[src/rtl/wb_pattern_slave.sv]
// Wishbone B3 slave that serves an incrementing byte pattern and checks writes against it.
// Adds optional wait states, linear incrementing bursts, error-address injection and mismatch counters.
module wb_pattern_slave #(
  parameter int            DW       = 32,
  parameter int            AW       = 32,
  parameter logic [7:0]    SEED     = 8'h01,
  parameter logic [7:0]    STEP     = 8'h01,
  parameter int            WAIT     = 0,
  parameter int            ERR_EN   = 0,
  parameter logic [AW-1:0] ERR_ADR  = '0,
  parameter logic [AW-1:0] ERR_MASK = '0
) (
  input  logic              clk,
  input  logic              rst,
  input  logic [AW-1:0]     wb_adr_i,
  input  logic [DW-1:0]     wb_dat_i,
  input  logic [DW/8-1:0]   wb_sel_i,
  input  logic              wb_we_i,
  input  logic              wb_stb_i,
  input  logic              wb_cyc_i,
  input  logic [2:0]        wb_cti_i,
  input  logic [1:0]        wb_bte_i,
  output logic [DW-1:0]     wb_dat_o,
  output logic              wb_ack_o,
  output logic              wb_err_o,
  input  logic              restart_i,
  output logic              mismatch_o,
  output logic [15:0]       mismatch_cnt_o,
  output logic [31:0]       beat_cnt_o
);
  localparam int         LANES = DW / 8;
  localparam logic [7:0] ADV   = 8'(LANES * int'(STEP));

  localparam logic [1:0] S_IDLE  = 2'd0;
  localparam logic [1:0] S_WAIT  = 2'd1;
  localparam logic [1:0] S_RESP  = 2'd2;
  localparam logic [1:0] S_BURST = 2'd3;

  logic [1:0]       state_q, state_d;
  logic             ack_q, ack_d, err_q, err_d;
  logic [3:0]       wcnt_q, wcnt_d;
  logic [7:0]       di_q, di_d;
  logic             mism_q, mism_d;
  logic [15:0]      mcnt_q, mcnt_d;
  logic [31:0]      bcnt_q, bcnt_d;
  logic [DW-1:0]    pat;
  logic [7:0]       lane_val;
  logic [LANES-1:0] lane_bad;
  logic             req, is_burst, hit_cur, hit_nxt, beat;

  function automatic logic err_hit(input logic [AW-1:0] a);
    return (ERR_EN != 0) && (((a ^ ERR_ADR) & ERR_MASK) == '0);
  endfunction

  assign req      = wb_cyc_i & wb_stb_i;
  assign is_burst = (wb_cti_i == 3'b010) && (wb_bte_i == 2'b00);
  assign hit_cur  = err_hit(wb_adr_i);
  // Back-to-back burst acks are committed before the next address is on the bus.
  assign hit_nxt  = err_hit(wb_adr_i + AW'(LANES));
  // An ack held over a master pause (stb low) is not a completed beat.
  assign beat     = ack_q & req;

  always_comb begin
    pat      = '0;
    lane_val = di_q;
    for (int k = 0; k < LANES; k++) begin
      pat[DW-8-8*k +: 8] = lane_val;
      lane_val           = lane_val + STEP;
    end
  end

  always_comb begin
    lane_bad = '0;
    for (int l = 0; l < LANES; l++)
      lane_bad[l] = wb_sel_i[l] && (wb_dat_i[8*l +: 8] != pat[8*l +: 8]);
  end

  always_comb begin
    state_d = state_q;
    ack_d   = 1'b0;
    err_d   = 1'b0;
    wcnt_d  = wcnt_q;
    case (state_q)
      S_IDLE: begin
        if (req && !ack_q && !err_q) begin
          if (WAIT == 0) begin
            ack_d   = !hit_cur;
            err_d   = hit_cur;
            state_d = S_RESP;
          end else begin
            wcnt_d  = 4'(WAIT - 1);
            state_d = S_WAIT;
          end
        end
      end
      S_WAIT: begin
        if (!req) begin
          state_d = S_IDLE;
        end else if (wcnt_q == '0) begin
          ack_d   = !hit_cur;
          err_d   = hit_cur;
          state_d = S_RESP;
        end else begin
          wcnt_d = wcnt_q - 4'd1;
        end
      end
      S_RESP: begin
        if (!err_q && req && is_burst) begin
          ack_d   = !hit_nxt;
          err_d   = hit_nxt;
          state_d = S_BURST;
        end else begin
          state_d = S_IDLE;
        end
      end
      default: begin
        if (!wb_cyc_i || err_q) begin
          state_d = S_IDLE;
        end else if (!wb_stb_i) begin
          ack_d = 1'b0;
        end else if (ack_q) begin
          if (is_burst) begin
            ack_d = !hit_nxt;
            err_d = hit_nxt;
          end else begin
            state_d = S_IDLE;
          end
        end else begin
          ack_d = !hit_cur;
          err_d = hit_cur;
        end
      end
    endcase
  end

  always_comb begin
    di_d = di_q;
    if (restart_i)
      di_d = SEED;
    else if (beat)
      di_d = di_q + ADV;
    bcnt_d = beat ? bcnt_q + 32'd1 : bcnt_q;
    mism_d = mism_q;
    mcnt_d = mcnt_q;
    if (beat && wb_we_i && (|lane_bad)) begin
      mism_d = 1'b1;
      if (mcnt_q != 16'hFFFF)
        mcnt_d = mcnt_q + 16'd1;
    end
  end

  always_ff @(posedge clk or negedge rst) begin
    if (!rst) begin
      state_q <= S_IDLE;
      ack_q   <= 1'b0;
      err_q   <= 1'b0;
      wcnt_q  <= '0;
      di_q    <= SEED;
      mism_q  <= 1'b0;
      mcnt_q  <= '0;
      bcnt_q  <= '0;
    end else begin
      state_q <= state_d;
      ack_q   <= ack_d;
      err_q   <= err_d;
      wcnt_q  <= wcnt_d;
      di_q    <= di_d;
      mism_q  <= mism_d;
      mcnt_q  <= mcnt_d;
      bcnt_q  <= bcnt_d;
    end
  end

  assign wb_dat_o       = pat;
  assign wb_ack_o       = ack_q;
  assign wb_err_o       = err_q;
  assign mismatch_o     = mism_q;
  assign mismatch_cnt_o = mcnt_q;
  assign beat_cnt_o     = bcnt_q;
endmodule
[config.mk]
export PLATFORM = sky130hd
export DESIGN_NAME = wb_pattern_slave
export DESIGN_NICKNAME = d
export VERILOG_FILES = /design/src/rtl/wb_pattern_slave.sv
export SDC_FILE = /design/constraint.sdc
export NUM_CORES = 1
export LEC_CHECK = 0
export ABC_AREA = 1
export BUFFER_PORTS_ARGS = -buffer_cell sky130_fd_sc_hd__buf_2
export CAP_MARGIN = 10
export CORE_UTILIZATION = 35
export CTS_BUF_LIST = sky130_fd_sc_hd__clkbuf_16
export CTS_CLUSTER_SIZE = 10
export DETAILED_ROUTE_END_ITERATION = 12
export GPL_TIMING_DRIVEN = 0
export SYNTH_ARGS = -nofsm -noshare
export SYNTH_HDL_FRONTEND = slang
export SYNTH_SLANG_ARGS = --single-unit
[constraint.sdc]
create_clock -name clk -period 2.53 [get_ports clk]
set_clock_uncertainty 0.2 [all_clocks]
set_input_delay 0.506 -clock clk [delete_from_list [all_inputs] [get_ports clk]]
set_output_delay 0.506 -clock clk [all_outputs]
set_load 0.02 [all_outputs]
# Word level (Yosys, flattened, before mapping)
# Cells that the tools add are included.
dict set report totals {
  register_bits 64
  inputBits 79
  wordCells 69
}
dict set report op_classes {
  add_sub_neg 7
  n_eq_ne 11
  n_mux 20
  n_bitwise 3
  reduce_logical 21
}
# operator n
set op_table {}
lappend op_table {{$add A32 B1 Y32 const B} 1}
lappend op_table {{$ne A8 B8 Y1} 4}
lappend op_table {{$add A8 B1 Y8 const B} 3}
lappend op_table {{$add A16 B1 Y16 const B} 1}
lappend op_table {{$mux W2} 8}
lappend op_table {{$mux W8} 2}
lappend op_table {{$ne A16 B16 Y1 const B} 1}
lappend op_table {{$reduce_bool A5 Y1} 2}
lappend op_table {{$logic_and A1 B1 Y1} 9}
lappend op_table {{$add A8 B3 Y8 const B} 1}
lappend op_table {{$mux W1} 8}
lappend op_table {{$pmux W2 S3} 1}
lappend op_table {{$ne A5 B1 Y1 const B} 1}
lappend op_table {{$reduce_and A5 Y1} 1}
lappend op_table {{$logic_not A2 Y1} 2}
lappend op_table {{$logic_not A4 Y1} 1}
lappend op_table {{$reduce_or A4 Y1} 1}
lappend op_table {{$sub A4 B1 Y4 const B} 1}
lappend op_table {{$eq A3 B2 Y1 const B} 1}
lappend op_table {{$ne A3 B3 Y1 const B} 1}
lappend op_table {{$pmux W1 S3} 1}
lappend op_table {{$reduce_and A3 Y1} 1}
lappend op_table {{$and A1 B1 Y1} 2}
lappend op_table {{$eq A2 B1 Y1 const B} 1}
lappend op_table {{other kinds (6)} 7}

# Longest topological paths before layout
dict set report depth {
  word_depth 8
  ltp_mapped 20
  ltp_nobuf 17
}

# Worst setup path after synthesis
# No wires, ideal clock.
dict set report synth_path {
  kind {reg-to-reg}
  startpoint {register di_q[2]}
  endpoint {register mcnt_q[0], in the netlist mismatch_cnt_o[0]}
  setup_time_ps 119
  arrival_ps 2739
  t_required_ps 2211
  path_slack_ps -528
  path_stages_with_launch 18
  path_buffers 3
  synth_period_minus_slack_ps 3058
  cell_sequence {dfrtp_1 buf_2 clkbuf_1 ha_1 inv_2 nor2_2 nand2_1 xor2_1 nand2_1 nand3_1 nand2_1 nand2_1 nand2_2 nand2_4 nand3_4 buf_6 nand2_1 nand2_1}
}
dict set report synth_between {
  elab_chain_cells 8
}
# element line_no
set synth_rtl {}
lappend synth_rtl {{start, declared} 42} ;# logic [7:0] di_q, di_d;
lappend synth_rtl {{start signal, assigned} 167} ;# di_q <= di_d;
lappend synth_rtl {{$add A8 B1 Y8 *} 68} ;# lane_val = lane_val + STEP;
lappend synth_rtl {{via wb_dat_o[18]} 23} ;# output logic [DW-1:0] wb_dat_o,
lappend synth_rtl {{$add A8 B1 Y8 *} 68}
lappend synth_rtl {{via wb_dat_o[15]} 23}
lappend synth_rtl {{$add A8 B1 Y8} 68}
lappend synth_rtl {{$ne A8 B8 Y1} 75} ;# lane_bad[l] = wb_sel_i[l] && (wb_dat_i[8*l +: 8] != pat[8*l +: 8]);
lappend synth_rtl {{$logic_and A1 B1 Y1} 75}
lappend synth_rtl {{$reduce_or A4 Y1 *} 145} ;# if (beat && wb_we_i && (|lane_bad)) begin
lappend synth_rtl {{$logic_and A1 B1 Y1 *} 145}
lappend synth_rtl {{$reduce_and A2 Y1 (no source line) *} --}
lappend synth_rtl {{end signal, assigned} 169} ;# mcnt_q <= mcnt_d;
lappend synth_rtl {{end, declared} 44} ;# logic [15:0] mcnt_q, mcnt_d;
# The timed path passes the listed nets; every way through them passes the cells marked *.
# A chain may end at the register's enable or synchronous reset.

# Worst setup path after layout
dict set report layout_path {
  startpoint {register di_q[0]}
  endpoint {output port wb_dat_o[7]}
}
dict set report layout_between {
  elab_chain_cells 3
}
# element line_no
set layout_rtl {}
lappend layout_rtl {{$add A8 B1 Y8 (3 in series)} 68}
lappend layout_rtl {{end, declared} 23}
# No other way between the ends.

==> results.json <==
{
  "syn-cell-area_um2": 4130,
  "whs_ns": 0.0583,
  "routed_wl_um": 10000,
  "synth_top_family_by_area": "simple AND/OR/NAND/NOR gates",
  "slowest_delay_ns": 0.57,
  "grt_max_degree": 64,
  "avgSynthCellArea_um2": 7.72,
  "final_max_slew_viol_count": 0,
  "tightestPinTransition_ns": 0.811,
  "synth_edf_count": 0,
  "fill_cells": 1143,
  "drtAntennaViolNets": 0,
  "antenna_found_initial": 0,
  "yosys.area_share.simple": 0.316,
  "relSlewSlack": 0.459,
  "firstDrtPassIters": 5,
  "multi_input_area_um2": 2260,
  "io_pins": 162,
  "cts_tree": "built",
  "clock-sinks": 63,
  "hold_viol": 0,
  "intPower_w": 0.00202,
  "gp_congestion": 0.865,
  "synth-xor-area-share": 0.134,
  "syn2layout_area_growth_pct": 35.5,
  "synthCells": 535,
  "clockPowerShare": 0.434,
  "grt_pass1_vias": 3796,
  "min_period_over_period": 1.02,
  "synth_adder_area_share": 0.0303,
  "yosysSeqAreaShare": 0.382,
  "worstPathRequired_ns": 1.82,
  "path_max_fanout": 4,
  "rsz0062_at_grt": "true",
  "maxCapViolations": 0,
  "die_area_um2": 12200,
  "synth_seq_cells": 63,
  "die_y_um": 111,
  "avgRoutedWirePerCell_um": 11.9,
  "crit_slowest_cell": "dfstp_2",
  "violations": "negative setup slack",
  "setup_viol": 1,
  "synth_compound_area_frac": 0.0318,
  "clock_path_buffers": 2,
  "cts_buffers": 9,
  "num_rows": 39,
  "final_common_cell": "nand2_1",
  "crit_arrival_ns": 1.88,
  "grt_pass1_wl_um": 17400,
  "drcViolationCount": 0,
  "drive_above_1_share": 0.332,
  "path_cells": "ha_4, inv_2, nor2_4, nand2_2, nand2_1, nand2_2, nor2_4, nand2_2, nand2_2, inv_2, buf_6",
  "r2r_start": "di_q[0]",
  "share_comb_of_total_power": 0.163,
  "yosys_warnings": 0,
  "critPathLaunch": "di_q[0]",
  "fin_util": 0.488,
  "power_w": 0.00282,
  "drt_iter0_drc": 196,
  "cts_max_level": 3,
  "power.density_nw_per_um2": 503,
  "synthMuxAreaShare": 0,
  "cp-start-kind": "flip-flop",
  "cts-root-buf": "clkbuf_16",
  "seq_power_share": 0.403,
  "min_path_type": "in -> async",
  "core_um2": 11500,
  "async_flop_share": 1.00,
  "regArea_um2": 1580,
  "n_antenna_cell": 0,
  "clk-insertion-delay-late_ns": 0.33,
  "routed_via_density": 4.63,
  "status": "finished with violations",
  "ys.flop_type": "dfrtp_1",
  "critPathKind": "reg -> out",
  "dpl.cell_count": 805,
  "synth_cell_types": 40,
  "fin_nets": 782,
  "grt_overflow": 0,
  "stdcell_count": 841,
  "clkTransAtPathRegs_ns": 0.06,
  "cpMostUsedCell": "nand2_2",
  "vdd_drop_max_mv": 0.256,
  "reg2reg_slack_ns": 0.03,
  "start_util": 0.360,
  "track_usage": 0.170,
  "crit_path_end_kind": "output pin",
  "setup_ws_ns": -0.0542,
  "p_sw_frac": 0.284,
  "layout_common_cells": "nand2_1, buf_2, inv_1",
  "max_freq_ghz": 0.387,
  "port_buffers": 126,
  "min_period_ns": 2.58,
  "die_w_um": 111,
  "post-dp-hpwl_um": 7460,
  "power_switching_w": 0.000799,
  "route.vias.total": 3895,
  "p_leak_nw": 3.09,
  "ctsHoldBuffers": 0
}
==> power groups by stage <==
stage	Combinational [W]	Sequential, W	Clock [W]
2_1_floorplan	0.000211	0.00121	0
3_3_place_gp	0.000437	0.00115	0
3_5_place_dp	0.000444	0.00115	0
4_1_cts	0.000458	0.00114	0.00126
5_1_grt	0.000511	0.00114	0.00131
6_report	0.000458	0.00113	0.00122
==> area by class of cell <==
class                   count  share of cell area
clock buffers               9              0.0402
repair buffers            147               0.148
clock inverters             7              0.0127
flip-flops and latches     63               0.282
plain buffers              25              0.0322
well taps                 143              0.0320
multi-input cells         376               0.405
inverters                  71              0.0481
==> kinds of logic (layout without fill, tap and decap cells) <==
| kind of cell | count (synthesis) | after routing |
|---|---|---|
| fa+ha+maj | 10 | 10 |
| other cells | 2 | 3 |
| buf+inv | 97 | 259 |
| xor+xnor | 63 | 63 |
| simple gates | 279 | 279 |
| compound gates | 21 | 21 |
| flops | 63 | 63 |
==> stage by stage <==
stage | setup TNS, ns | area [um2] | worst slack, ns
2_1_floorplan | 0 | 4190 | 0.00101
3_3_place_gp | -1.14 | 5000 | -0.106
3_5_place_dp | -1.08 | 5000 | -0.0977
4_1_cts | -0.120 | 5430 | -0.120
5_1_grt | -2.23 | 5600 | -0.181
6_report | -0.0542 | 5600 | -0.0542
==> state kept, by name, summed over array words and instances (netlist names) <==
signal / flops
mismatch_o: 1
state_q: 2
beat_cnt_o: 32
wcnt_q: 4
wb_ack_o: 1
mismatch_cnt_o: 16
di_q: 7
==> final timing paths <==
kind                                     end  cells past startpoint
setup / recovery                 wb_dat_o[7]                     11
hold / removal                beat_cnt_o[20]                      1
setup reg to reg           mismatch_cnt_o[3]                     15
hold reg to reg                   mismatch_o                      1
max in group asynchronous            di_q[2]                      1
min in group clk                     di_q[3]                      2
==> critical path, delay by kind of cell (launching register included) <==
family	cells	cell delay, ns
buffers and inverters	3	0.20
flip-flops	1	0.57
adder cells (fa/ha/maj)	1	0.16
AND/OR/NAND/NOR	7	0.64
==> Yosys cell counts, types with 6 or more instances <==
| library cell | count | area (um2) |
|---|---|---|
| a21oi_1 | 7 | 35.0 |
| buf_4 | 9 | 67.6 |
| clkbuf_1 | 11 | 41.3 |
| dfrtp_1 | 62 | 1550 |
| ha_1 | 10 | 125 |
| inv_1 | 67 | 251 |
| nand2_1 | 143 | 537 |
| nand3_1 | 28 | 140 |
| nand4_1 | 25 | 156 |
| nor2_1 | 36 | 135 |
| nor3_1 | 15 | 75.1 |
| nor4_1 | 7 | 43.8 |
| o21ai_0 | 6 | 30.0 |
| xnor2_1 | 23 | 201 |
| xor2_1 | 40 | 350 |
==> repair_timing <==
action                                  CTS  global route
resized for setup                        14            28
cloned                                    1             0
endpoints found under the setup margin   13            23
buffers inserted                         10            10
pin swaps                                 7            18
==> layer usage <==
layer  vias up  track usage  routed length [um]
met5         -            0                   0
met4         0       0.0498                 113
met3        11       0.0379                 508
met2       111        0.277                4690
met1      1775        0.225                4690
li1       1998            -                   -
Note: power is estimated with default switching activity, not from simulation.
